==> config.mk <==
export PLATFORM = sky130hd
export DESIGN_NAME = cntlr_uart_framer
export DESIGN_NICKNAME = d
export VERILOG_FILES = /design/src/rtl/joybus_pkg.sv /design/src/rtl/uart_tx_byte.sv /design/src/rtl/cntlr_uart_framer.sv
export SDC_FILE = /design/constraint.sdc
export NUM_CORES = 1
export LEC_CHECK = 0
export BUFFER_PORTS_ARGS = -buffer_cell sky130_fd_sc_hd__clkbuf_2
export CORE_ASPECT_RATIO = 1.25
export CORE_MARGIN = 4
export CORE_UTILIZATION = 50
export CTS_CLUSTER_SIZE = 14
export DETAILED_ROUTE_END_ITERATION = 7
export GPL_TIMING_DRIVEN = 0
export PLACE_DENSITY = 0.68
export SYNTH_ARGS = -nofsm -noshare
export SYNTH_HDL_FRONTEND = slang
export SYNTH_SLANG_ARGS = --single-unit
==> constraint.sdc <==
create_clock -name clk -period 4.6 [get_ports clk]
set_clock_uncertainty 0.05 [all_clocks]
set_input_delay 0 -clock clk [delete_from_list [all_inputs] [get_ports clk]]
set_output_delay 0 -clock clk [all_outputs]
set_load 0.01 [all_outputs]
==> src/rtl/joybus_pkg.sv <==
// Shared constants and types for the JOYBUS controller-to-UART path.
package joybus_pkg;

  localparam logic [7:0]  UART_SYNC_BYTE = 8'hA5;
  localparam int unsigned FRAME_BYTES    = 6;

  typedef enum logic {
    IDLE,
    SEND
  } framer_state_t;

  function automatic logic [7:0] frame_chk(input logic [31:0] d);
    return d[31:24] ^ d[23:16] ^ d[15:8] ^ d[7:0];
  endfunction

endpackage

==> src/rtl/uart_tx_byte.sv <==
// 8N1 byte serializer; a start accepted on the stop bit's last clock gives gap-free bytes.
module uart_tx_byte #(
  parameter int unsigned BAUD_DIV = 217
) (
  input  logic       clk,
  input  logic       rst_n,
  input  logic       start,
  input  logic [7:0] tx_byte,
  output logic       TX,
  output logic       byte_done
);

  localparam int unsigned   CW       = $clog2(BAUD_DIV);
  localparam logic [CW-1:0] CNT_LAST = CW'(BAUD_DIV - 1);

  logic [CW-1:0] baud_cnt;
  logic [3:0]    bit_idx;
  logic [7:0]    data_q;
  logic          active;
  logic          next_bit;

  assign byte_done = active && (baud_cnt == CNT_LAST) && (bit_idx == 4'd9);

  // Level of the bit that follows bit_idx: data bits 1..8, then the stop bit.
  always_comb begin
    next_bit = 1'b1;
    if (bit_idx < 4'd8) next_bit = data_q[bit_idx[2:0]];
  end

  always_ff @(posedge clk or negedge rst_n) begin
    if (!rst_n) begin
      TX       <= 1'b1;
      active   <= 1'b0;
      baud_cnt <= '0;
      bit_idx  <= '0;
      data_q   <= '0;
    end else if (start && (!active || byte_done)) begin
      TX       <= 1'b0;
      active   <= 1'b1;
      baud_cnt <= '0;
      bit_idx  <= '0;
      data_q   <= tx_byte;
    end else if (active) begin
      if (baud_cnt == CNT_LAST) begin
        baud_cnt <= '0;
        if (bit_idx == 4'd9) begin
          TX      <= 1'b1;
          active  <= 1'b0;
          bit_idx <= '0;
        end else begin
          TX      <= next_bit;
          bit_idx <= bit_idx + 4'd1;
        end
      end else begin
        baud_cnt <= baud_cnt + 1'b1;
      end
    end
  end

endmodule

==> src/rtl/cntlr_uart_framer.sv <==
// Frames 32-bit controller snapshots as SYNC, 4 data bytes, XOR checksum over an 8N1 UART.
module cntlr_uart_framer
  import joybus_pkg::*;
#(
  parameter int unsigned CLK_FREQ_HZ = 25_000_000,
  parameter int unsigned BAUD        = 115200,
  parameter logic [7:0]  SYNC_BYTE   = UART_SYNC_BYTE
) (
  input  logic        clk,
  input  logic        rst_n,
  input  logic        cntlr_data_rdy,
  input  logic [31:0] cntlr_data,
  output logic        TX,
  output logic        busy,
  output logic        frame_done,
  output logic        overrun
);

  localparam int unsigned BAUD_DIV = CLK_FREQ_HZ / BAUD;
  localparam logic [2:0]  LAST_IDX = 3'(FRAME_BYTES - 1);

  framer_state_t                   state;
  logic [FRAME_BYTES-1:0][7:0]     frame_q;
  logic [2:0]                      byte_idx;
  logic [31:0]                     pend_q;
  logic                            pend_vld;
  logic                            tx_start;
  logic [7:0]                      tx_byte;
  logic                            byte_done;

  function automatic logic [FRAME_BYTES-1:0][7:0] build_frame(input logic [31:0] d);
    return {frame_chk(d), d[7:0], d[15:8], d[23:16], d[31:24], SYNC_BYTE};
  endfunction

  assign busy = (state == SEND);

  // The first byte is always SYNC, so a launch from IDLE need not wait for frame_q.
  always_comb begin
    tx_start = 1'b0;
    tx_byte  = SYNC_BYTE;
    if (state == IDLE) begin
      tx_start = cntlr_data_rdy || pend_vld;
    end else if (byte_done && (byte_idx != LAST_IDX)) begin
      tx_start = 1'b1;
      tx_byte  = frame_q[byte_idx + 3'd1];
    end
  end

  always_ff @(posedge clk or negedge rst_n) begin
    if (!rst_n) begin
      state      <= IDLE;
      frame_q    <= '0;
      byte_idx   <= '0;
      pend_q     <= '0;
      pend_vld   <= 1'b0;
      frame_done <= 1'b0;
      overrun    <= 1'b0;
    end else begin
      frame_done <= 1'b0;
      overrun    <= 1'b0;
      case (state)
        IDLE: begin
          byte_idx <= '0;
          if (pend_vld) begin
            state   <= SEND;
            frame_q <= build_frame(pend_q);
            // A snapshot arriving now replaces the one being launched, so nothing is lost.
            if (cntlr_data_rdy) pend_q <= cntlr_data;
            else                pend_vld <= 1'b0;
          end else if (cntlr_data_rdy) begin
            state   <= SEND;
            frame_q <= build_frame(cntlr_data);
          end
        end
        SEND: begin
          if (byte_done) begin
            if (byte_idx == LAST_IDX) begin
              state      <= IDLE;
              frame_done <= 1'b1;
              byte_idx   <= '0;
            end else begin
              byte_idx <= byte_idx + 3'd1;
            end
          end
          if (cntlr_data_rdy) begin
            pend_q   <= cntlr_data;
            pend_vld <= 1'b1;
            overrun  <= pend_vld;
          end
        end
        default: state <= IDLE;
      endcase
    end
  end

  uart_tx_byte #(
    .BAUD_DIV(BAUD_DIV)
  ) u_tx (
    .clk      (clk),
    .rst_n    (rst_n),
    .start    (tx_start),
    .tx_byte  (tx_byte),
    .TX       (TX),
    .byte_done(byte_done)
  );

endmodule
==> results.md <==
- Status: complete, no violations
- Slew headroom: 0.597
- CP Cell Sequence: ha_1 > and3b_1 > buf_2 > nand4_2 > nor2_4 > a32oi_1
- R2R setup slack: about 2.6 ns
- P per Cell Area: approximately 330 nW/um^2
- Critical path launch point type: flip-flop
- All-Layer GR Usage: 0.219
- Worst path bufs/invs: 1
- Max Slew Vio Count: 0
- Final worst path period share: 0.435
- Share of cells above drive strength 1: 0.220
- Die footprint: 12400 um^2
- Starting Density: 0.509
- Worst skew pair latency: approximately 0.35 ns
- TritonCTS sink count: between 100 and 150
- Dominant delay contributor by cell family on the critical path: simple AND/OR/NAND/NOR gates
- Syn Inst Count: between 400 and 500
- Synthesis Warnings: 0
- Worst EP required: roughly 4.8 ns
- Placed Cells: 650
- Drt wl/cell: 18.1 um
- # DRC: 0
- Peak supply drop: around 0.00018 V
- Vias in the first global route: 4128
- Pin count of the biggest net entering global routing: 64
- H-tree levels: 3
- Drt first pass iters: 4
- Crit Path Class: reg2reg
- Post-synth EDFFs: 0
- CP Depth: 6
- Yosys reg bits: between 100 and 150
- Final Critical Period: 2.00 ns
- Synth cell types: 52
- Mapped cell area: ~5400 um^2
- Crit Reg-Reg Startpoint: u_tx.bit_idx[0]$_DFFE_PN0P_
- Worst Tran Pin Value: a little over 0.6 ns
- Post-synthesis async set-or-reset flop share: 1.00
- Reg-to-reg endpoint: u_tx.data_q[0]$_DFFE_PN0N_
- Final worst slack: ~2.6 ns
- PostCTS Resize Cnt: 0
- Initial detailed-routing violation count: approximately 220
- CP max FO: 10
- Antenna Violating Nets Remaining: 0
- Overflow after GRT: 0
- Core Util, Final: 0.610
- RePlAce Congestion: just under 0.9
- Crit-path slowest cell: dfrtp_1
- Clock buffer depth: 2
- Most used DFF post-synth: dfrtp_1
- Syn_area_per_cell: ~11 um^2
- PortBufs: 38
- Final setup TNS: 0 ns
- Total Nets Final: slightly above 600
- Critical path endpoint category: flip-flop
- Clk slew on worst S/H paths: about 0.070 ns
- Hold Vio Cnt, Final: 0
- CTS tree: done
- Clk root buf: clkbuf_16
- # setup viols final: 0
- DR vias/cell: ~5.6
- Leakage power: slightly below 0.003 uW
- Die height: roughly 120 um
- Placed standard-cell area: 5740 um^2
- I/O pins: 39
- Chip width: roughly 100 um
- CTS buffer count: 9
- Core Area: around 11000 um^2
- Synthesized net count: 520
- Non-Filler Instances: 700
- Seq/Total Area, Yosys: 0.477
- Worst hold-check path type: in2async
- Site Rows: 42
- RSZ-0062 raised after global routing: false
- Area Overhead vs Synth: 19.8%
- ANT cells: 0
- First-pass GRT wire length: around 21 mm
- Design area: 6410 um^2
- Max Fclk: 500 MHz
- Post-DP HPWL: between 8 and 9 mm
- Dpl ws: approximately 2.6 ns
- Initial antenna violation count: 0
- CP Launch Point: u_tx.bit_idx[0]$_DFFE_PN0P_
- Crit-path max cell delay: about 0.52 ns
- Arr. time, crit path: around 2.2 ns
- Max Cap Viol: 0
- Vias: approximately 4000
- Post-Route WL: roughly 13 mm
- Reg2Reg Depth: 6
## timing repair
action | 4_1_cts | 5_1_grt
buffers inserted | 0 | 0
hold buffers | 34 | 0
endpoints found under the hold margin | 103 | 0
## cells by family after synthesis
| logic type | Yosys count | share of synthesized area |
|---|---|---|
| buffers and inverters | 38 | 0.0383 |
| XOR/XNOR | 53 | 0.0867 |
| flip-flops | 102 | 0.477 |
| multiplexers | 84 | 0.180 |
| AND/OR/NAND/NOR | 103 | 0.0921 |
| AO/OA/AOI/OAI | 93 | 0.112 |
| adder cells (fa/ha/maj) | 6 | 0.0140 |
## report_power, final
part | internal (uW) | switching (uW) | leakage [uW]
combinational | 139 | 108 | 0.00154
clock | 521 | 329 | 0.000166
sequential | 949 | 39.0 | 0.00123
total | 1610 | 475 | 0.00293
## cells in the mapped netlist, drive strengths merged, types with 2 or more instances
library cell | number | area (um^2)
dfrtp | 101 | 2530
nand2 | 55 | 206
o21ai | 54 | 270
xnor2 | 49 | 429
mux2i | 42 | 420
mux2 | 36 | 405
buf | 16 | 82.6
nand3 | 15 | 75.1
a21oi | 11 | 66.3
inv | 11 | 41.3
clkbuf | 10 | 77.6
nor2 | 10 | 45.0
o221ai | 8 | 70.1
ha | 6 | 75.1
mux4 | 6 | 135
a32o | 4 | 40.0
a32oi | 4 | 35.0
and3 | 4 | 26.3
xor2 | 4 | 35.0
nand4 | 3 | 25.0
a31oi | 2 | 12.5
and2 | 2 | 15.0
and3b | 2 | 17.5
nand2b | 2 | 12.5
nand3b | 2 | 15.0
nor4 | 2 | 12.5
o31ai | 2 | 15.0
## area by class of cell
class | count | area, um^2
timing repair buffer | 73 | 561
fill | 889 | 4100
tap | 132 | 165
multi-input combinational | 339 | 2590
sequential | 102 | 2550
clock buffer | 13 | 270
clock inverter | 3 | 65.1
buffer | 26 | 160
inverter | 12 | 45.0
## cells in the final DEF (no fill, tap or decap), types with 3 or more instances in the layout
master / count
buf_1: 3
clkbuf_1: 7
mux2_2: 36
buf_2: 12
clkbuf_8: 7
dlygate4sd3_1: 34
ha_1: 6
o221ai_1: 8
o21ai_0: 53
dfrtp_1: 101
a32oi_1: 4
mux4_2: 6
inv_1: 11
clkbuf_2: 37
and3_1: 3
nand2_1: 55
mux2i_1: 42
clkbuf_16: 9
a21oi_1: 10
nor2_1: 9
nand3_1: 15
xor2_1: 4
a32o_1: 4
xnor2_1: 49
## state kept, by name (all words and copies together) (netlist names), 3 cells and up
name and cells:
pend_q 32, u_tx.data_q 8, byte_idx 3, frame_q 41, u_tx.baud_cnt 8, u_tx.bit_idx 4
## routing by layer
metal  GRT usage  wire [um]  up-vias
met4      0.0842        373        0
met2       0.384       6580       59
met1       0.266       5340     1983
met5           0          0        -
li1            -          -     1879
met3      0.0409        364       23
## worst reg2reg max path, cell delays in order, from the launching register on
cell	delay (ns)
dfrtp_1	0.52
ha_1	0.23
and3b_1	0.16
buf_2	0.15
nand4_2	0.31
nor2_4	0.30
a32oi_1	0.14
## worst max path at each step
stage                                             to  slack, ns
after CTS                 u_tx.data_q[0]$_DFFE_PN0N_       2.59
after floorplan           u_tx.data_q[1]$_DFFE_PN0N_       2.88
after global placement        pend_q[14]$_DFFE_PN0P_       2.12
after global routing      u_tx.data_q[0]$_DFFE_PN0N_       2.46
after detailed placement  u_tx.data_q[0]$_DFFE_PN0N_       2.60
final                     u_tx.data_q[0]$_DFFE_PN0N_       2.60
## per-stage QoR
step	total power (uW)	hold slack, ns
after floorplan	1150	-0.346
after global placement	1220	0.228
after detailed placement	1230	0.0227
after CTS	2100	0.197
after global routing	2170	0.220
final	2080	0.176
No activity file was read; power rests on OpenSTA's default activity.
